--- src/rtl/palette_pkg.sv ---
// Shared types for the palette lookup engine:
// palette geometry, RGB nibble triple and lookup request.
package palette_pkg;

    localparam int PAL_ID_W   = 3;
    localparam int PAL_IDX_W  = 3;
    localparam int PAL_ADDR_W = PAL_ID_W + PAL_IDX_W;
    localparam int PAL_DEPTH  = 1 << PAL_ADDR_W;

    typedef struct packed {
        logic [3:0] r;
        logic [3:0] g;
        logic [3:0] b;
    } rgb12_t;

    typedef struct packed {
        logic [PAL_ID_W-1:0]  pal;
        logic [PAL_IDX_W-1:0] index;
    } lookup_req_t;

    function automatic logic [PAL_ADDR_W-1:0] pal_addr(
        input lookup_req_t q
    );
        return {q.pal, q.index};
    endfunction

endpackage

--- src/rtl/rr_arbiter.sv ---
// Round-robin arbiter: one-hot grant from a request vector,
// search starts at a rotating pointer that moves past each winner.
module rr_arbiter #(
    parameter int N  = 4,
    parameter int IW = $clog2(N)
) (
    input  logic          clk,
    input  logic          rst_n,
    input  logic          en,
    input  logic [N-1:0]  req,
    output logic [N-1:0]  gnt,
    output logic [IW-1:0] gnt_id,
    output logic          gnt_any
);

    logic [IW-1:0] ptr;

    always_comb begin
        int j;
        j       = 0;
        gnt     = '0;
        gnt_id  = '0;
        gnt_any = 1'b0;
        if (en) begin
            for (int k = 0; k < N; k++) begin
                j = int'(ptr) + k;
                if (j >= N) j = j - N;
                if (!gnt_any && req[j]) begin
                    gnt[j]  = 1'b1;
                    gnt_id  = IW'(j);
                    gnt_any = 1'b1;
                end
            end
        end
    end

    always_ff @(posedge clk or negedge rst_n) begin
        if (!rst_n) begin
            ptr <= '0;
        end else if (gnt_any) begin
            ptr <= (gnt_id == IW'(N - 1)) ? '0 : gnt_id + 1'b1;
        end
    end

endmodule

--- src/rtl/palette_lookup_arbiter.sv ---
// Shared 8x8-entry 12-bit palette bank with a round-robin lookup
// port; config writes pre-empt lookups, responses arrive next cycle.
module palette_lookup_arbiter
    import palette_pkg::*;
#(
    parameter int NUM_REQ = 4,
    parameter int ID_W    = $clog2(NUM_REQ)
) (
    input  logic                   Clk,
    input  logic                   Reset_n,
    input  logic [NUM_REQ-1:0]     req_valid,
    input  logic [NUM_REQ*3-1:0]   req_pal,
    input  logic [NUM_REQ*3-1:0]   req_index,
    output logic [NUM_REQ-1:0]     req_ready,
    input  logic                   cfg_we,
    input  logic [2:0]             cfg_pal,
    input  logic [2:0]             cfg_index,
    input  logic [11:0]            cfg_rgb,
    output logic                   rsp_valid,
    output logic [ID_W-1:0]        rsp_id,
    output logic [3:0]             rsp_red,
    output logic [3:0]             rsp_green,
    output logic [3:0]             rsp_blue,
    output logic                   rsp_transparent
);

    lookup_req_t     reqs [NUM_REQ];
    lookup_req_t     sel;
    rgb12_t          mem  [PAL_DEPTH];
    rgb12_t          rd_rgb;
    rgb12_t          rsp_rgb;
    logic [ID_W-1:0] gnt_id;
    logic            gnt_any;

    always_comb begin
        for (int i = 0; i < NUM_REQ; i++) begin
            reqs[i].pal   = req_pal[3*i +: 3];
            reqs[i].index = req_index[3*i +: 3];
        end
    end

    rr_arbiter #(
        .N  (NUM_REQ),
        .IW (ID_W)
    ) u_arb (
        .clk     (Clk),
        .rst_n   (Reset_n),
        .en      (!cfg_we),
        .req     (req_valid),
        .gnt     (req_ready),
        .gnt_id  (gnt_id),
        .gnt_any (gnt_any)
    );

    assign sel    = reqs[gnt_id];
    assign rd_rgb = mem[pal_addr(sel)];

    always_ff @(posedge Clk or negedge Reset_n) begin
        if (!Reset_n) begin
            for (int a = 0; a < PAL_DEPTH; a++) begin
                mem[a] <= '0;
            end
        end else if (cfg_we) begin
            mem[{cfg_pal, cfg_index}] <= rgb12_t'(cfg_rgb);
        end
    end

    // payload is only refreshed on a grant; rsp_valid qualifies it
    always_ff @(posedge Clk or negedge Reset_n) begin
        if (!Reset_n) begin
            rsp_valid       <= 1'b0;
            rsp_id          <= '0;
            rsp_rgb         <= '0;
            rsp_transparent <= 1'b0;
        end else begin
            rsp_valid <= gnt_any;
            if (gnt_any) begin
                rsp_id          <= gnt_id;
                rsp_rgb         <= rd_rgb;
                rsp_transparent <= (sel.index == '0);
            end
        end
    end

    assign rsp_red   = rsp_rgb.r;
    assign rsp_green = rsp_rgb.g;
    assign rsp_blue  = rsp_rgb.b;

endmodule

--- config.mk ---
export PLATFORM = sky130hd
export DESIGN_NAME = palette_lookup_arbiter
export DESIGN_NICKNAME = d
export VERILOG_FILES = /design/src/rtl/palette_pkg.sv /design/src/rtl/rr_arbiter.sv /design/src/rtl/palette_lookup_arbiter.sv
export SDC_FILE = /design/constraint.sdc
export NUM_CORES = 1
export LEC_CHECK = 0
export ABC_AREA = 1
export CORE_UTILIZATION = 55
export DETAILED_ROUTE_END_ITERATION = 16
export PLACE_DENSITY_LB_ADDON = 0.15
export RECOVER_POWER = 100
export SYNTH_ARGS = -nofsm -noshare
export SYNTH_HDL_FRONTEND = slang
export SYNTH_SLANG_ARGS = --single-unit
--- constraint.sdc ---
create_clock -name Clk -period 3.3 [get_ports Clk]
set_clock_uncertainty 0.2 [all_clocks]
set_input_delay 0.33 -clock Clk [delete_from_list [all_inputs] [get_ports Clk]]
set_output_delay 0.33 -clock Clk [all_outputs]
set_load 0.05 [all_outputs]
==> results.tsv <==
stage	metric	value	unit
clock_tree	clock root cell	clkbuf_16	
flow_run	max-cap viol count	1	
sta	final hold viol count	0	
global_route	initial antenna violation count	3	
detailed_routing	DRT iter0 DRCs	4287	
clock_tree	CTS buffer count	84	
yosys	Post-Syn Instances	5131	
sta	Slew Viols, Final	59	
sta	TNS Setup	-2.229	ns
floorplanning	Ports	69	
floorplanning	Placeable Area	68830	µm²
sta	fmax	283.4	MHz
detailed_routing	Final ANT Viol Nets	0	
detailed_routing	total wire length	126400	µm
critical_path	critical path fanouts, max	8	
yosys	post-synthesis sequential area ratio	0.5119	
global_route	vias in the first global route	32530	
critical_path	Req. time, crit path	3.65	ns
floorplanning	Initial Utilization	0.5583	
yosys	Yosys Warn Count	0	
yosys	ys async rst share	1.000	
yosys	Syn Std Cell Area	38420	µm²
critical_path	CP most frequent cell	nand2_1	
global_route	global route overflow	0	
detailed_routing	# DRC	0	
detailed_routing	metal1 wirelength	53620	µm
pwr	Peak VDD IR	0.7879	mV
detailed_routing	top layer in use	met5	
critical_path	Startpoint Class	register	
yosys	distinct cell type count after synthesis	35	
clock_tree	Worst-Skew Late Latency	0.66	ns
floorplanning	die area	70920	µm²
global_route	largest net degree at the start of global routing	95	
sta	RSZ-0062 raised after global routing	yes	
yosys	Most used DFF post-synth	dfrtp_1	
placed_design	placed inst area	41750	µm²
worst_hold_path	worst min-delay path class	primary input to register	
detailed_routing	DR WL/cell	20.05	µm
pwr	PwrDens	1165	nW/µm²
layout	FF/Latch Area	19670	µm²
critical_path	Setup crit end kind	register	
critical_path	Crit Path Category	register to register	
global_route	global-route usage over all layers	0.3554	
clock_tree	CTS sink cnt	786	
placed_design	Final GP Congestion	0.9532	
detailed_routing	vias	35360	
critical_path	CP max-delay cell	dfrtp_1	
yosys	syn_nets	5185	
floorplanning	Die Wd	266.3	µm
critical_path	CP bufs+invs	7	
floorplanning	row count	96	
status	failing checks	capacitance limit, slew limit, setup timing	
global_route	first-pass GRT wire length	192900	µm
sta	period utilization	1.069	
clock_tree	clk slew on worst S/H paths	0.06	ns
layout	Final Cell Area	46540	µm²
critical_path	CP max stage delay	0.40	ns
sta	Worst Slack Setup Final	-0.2281	ns
layout	Final #Nets	5356	
critical_path	CP Cell Sequence	inv_4 > ha_4 > inv_4 > nand3_2 > nand2_2 > a21oi_1 > nand2_1 > nand2_4 > buf_8 > nand3_2 > nand3_4 > nand2_8 > buf_16 > buf_12 > buf_16 > buf_8 > nand2_1 > a21oi_1 > nor2_2 > nand2_1 > nand3_1 > nand3_2 > nand3_1 > nand2_1	
clock_tree	CTS Buffer Depth	3	
detailed_routing	DR WL met2	54560	µm
sta	Slew @ Worst Pin	1.515	ns
critical_path	cell family with most CP delay	simple AND/OR/NAND/NOR gates	
layout	filler cell count	5800	
pwr	Lkg Pwr	0.02275	µW
detailed_routing	metal3 WL	13520	µm
floorplanning	Die H	266.3	µm
status	outcome	complete, but fails checks	
layout	area of the multi-input gates	15820	µm²
yosys	Post-synth EDFFs	0	
clock_tree	htree depth	3	
sta	Final Critical Period	3.528	ns
sta	worst rel slew slack	-0.009679	
yosys	#FFs+latches synth	786	
placed_design	DP HPWL	77550	µm
critical_path	crit path DAT	3.88	ns
yosys	Mean Syn Cell Area	7.488	µm²
clock_tree	CTS tree	done	
layout	layout cells sized above 1	0.1311	
detailed_routing	Avg Vias per Cell	5.611	
detailed_routing	DRT Pass-1 Iters	7	
layout	Layout area overhead	21.11	%
sta	setup violators final	12	
placed_design	I/O Buffers	68	
-- layout by cell type (no fill, tap or decap), types with 69 or more instances in the layout --
cell type / n
nor2_1: 118
nand3_2: 92
dfrtp_1: 786
inv_1: 546
o21ai_0: 753
buf_4: 193
nand3_1: 399
nand2_1: 1799
clkbuf_16: 94
a21oi_1: 69
-- repair_timing --
action,in CTS,in global routing
setup endpoints to repair,12,12
hold buffers,1,0
endpoints found under the hold margin,376,0
resized for setup,143,112
gates cloned,15,12
buffers inserted,34,19
pin swaps,30,38
-- power breakdown --
part | leakage [µW] | internal [µW] | total (µW) | switching, µW
combinational | 0.0111 | 13100 | 32700 | 19500
clock | 0.00139 | 5600 | 9630 | 4030
sequential | 0.0103 | 11100 | 11900 | 839
-- final cells by class --
| class | count | area share |
|---|---|---|
| Multi-Input combinational cell | 3415 | 0.3399 |
| Inverter | 567 | 0.04595 |
| Tap cell | 931 | 0.02503 |
| Timing Repair Buffer | 448 | 0.1062 |
| Antenna cell | 3 | 0.0001613 |
| Sequential cell | 786 | 0.4227 |
| Clock inverter | 33 | 0.007071 |
| Clock buffer | 120 | 0.05302 |
-- sequential cells by signal, indices dropped and copies added, names as in the netlist --
name / count
rsp_blue: 4
rsp_green: 4
rsp_transparent: 1
mem: 768
rsp_red: 4
u_arb.ptr: 2
rsp_valid: 1
rsp_id: 2
-- path summary, 6_finish.rpt --
| check | startpoint | endpoint | slack (ns) | depth (start not counted) |
|---|---|---|---|---|
| worst min-delay path | cfg_rgb[11] | mem[671] | 0.27 | 4 |
| min in group asynchronous | Reset_n | mem[387] | 0.39 | 2 |
| worst max-delay path | u_arb.ptr[0] | rsp_red[2] | -0.23 | 24 |
| max in group asynchronous | Reset_n | mem[9] | 0.24 | 3 |
| worst max register to register | u_arb.ptr[0] | rsp_red[2] | -0.23 | 24 |
| worst min register to register | mem[39] | mem[39] | 0.28 | 2 |
-- cells in the mapped netlist, types with 3 or more instances --
cell	number	area [µm²]
buf_2	76	380.4
buf_6	7	78.83
nand2_1	1842	6914
inv_1	561	2106
nor3_1	17	85.08
o211ai_1	34	255.2
nor2_1	128	480.5
nand3_2	6	60.06
ha_1	5	62.56
o21ai_1	4	20.02
nor4_1	9	56.30
buf_4	55	412.9
buf_1	10	37.54
o21ai_0	755	3779
nand2_4	3	33.78
dfrtp_1	786	19670
nand2_2	10	62.56
a21oi_1	70	350.3
inv_2	4	15.01
clkbuf_1	217	814.5
nand3b_1	14	105.1
a22oi_1	3	22.52
nand3_1	500	2502
-- per-layer routing --
metal,GRT usage,up-vias
li1,-,16490
met1,0.5249,16870
met2,0.5159,1725
met3,0.07209,284
met4,0.1313,2
met5,0,-
-- worst register-to-register path, stage by stage, from the launching register on --
cell and delay (ns):
dfrtp_1 0.40, inv_4 0.06, ha_4 0.30, inv_4 0.04, nand3_2 0.07, nand2_2 0.06, a21oi_1 0.21, nand2_1 0.12
nand2_4 0.16, buf_8 0.15, nand3_2 0.09, nand3_4 0.14, nand2_8 0.12, buf_16 0.18, buf_12 0.14, buf_16 0.14
buf_8 0.13, nand2_1 0.07, a21oi_1 0.08, nor2_2 0.17, nand2_1 0.09, nand3_1 0.11, nand3_2 0.09, nand3_1 0.08
nand2_1 0.05
-- cell families after synthesis --
kind of cell / Yosys count / synth area share
AOI/OAI and AO/OA: 872 / 0.1166
adders and majority gates: 5 / 0.001628
buffers and inverters: 932 / 0.1004
DFF: 786 / 0.5119
and+or+nand+nor: 2536 / 0.2695
-- stage by stage --
| step | std cells | utilization | setup slack (ns) | total power, µW | hold slack [ns] |
|---|---|---|---|---|---|
| detailed placement | 6070 | 0.6066 | -0.7468 | 37610 | 0.1065 |
| CTS | 6272 | 0.6686 | -0.1165 | 51440 | 0.02539 |
| finish | 6303 | 0.6761 | -0.2281 | 54210 | 0.2716 |
| global route | 6300 | 0.6760 | -0.4047 | 56830 | 0.2733 |
| global placement | 6070 | 0.6066 | -0.7350 | 37430 | 0.1195 |
| floorplan | 5131 | - | 0.1918 | 26610 | -0.1656 |
No activity file was read; power rests on OpenSTA's default activity.
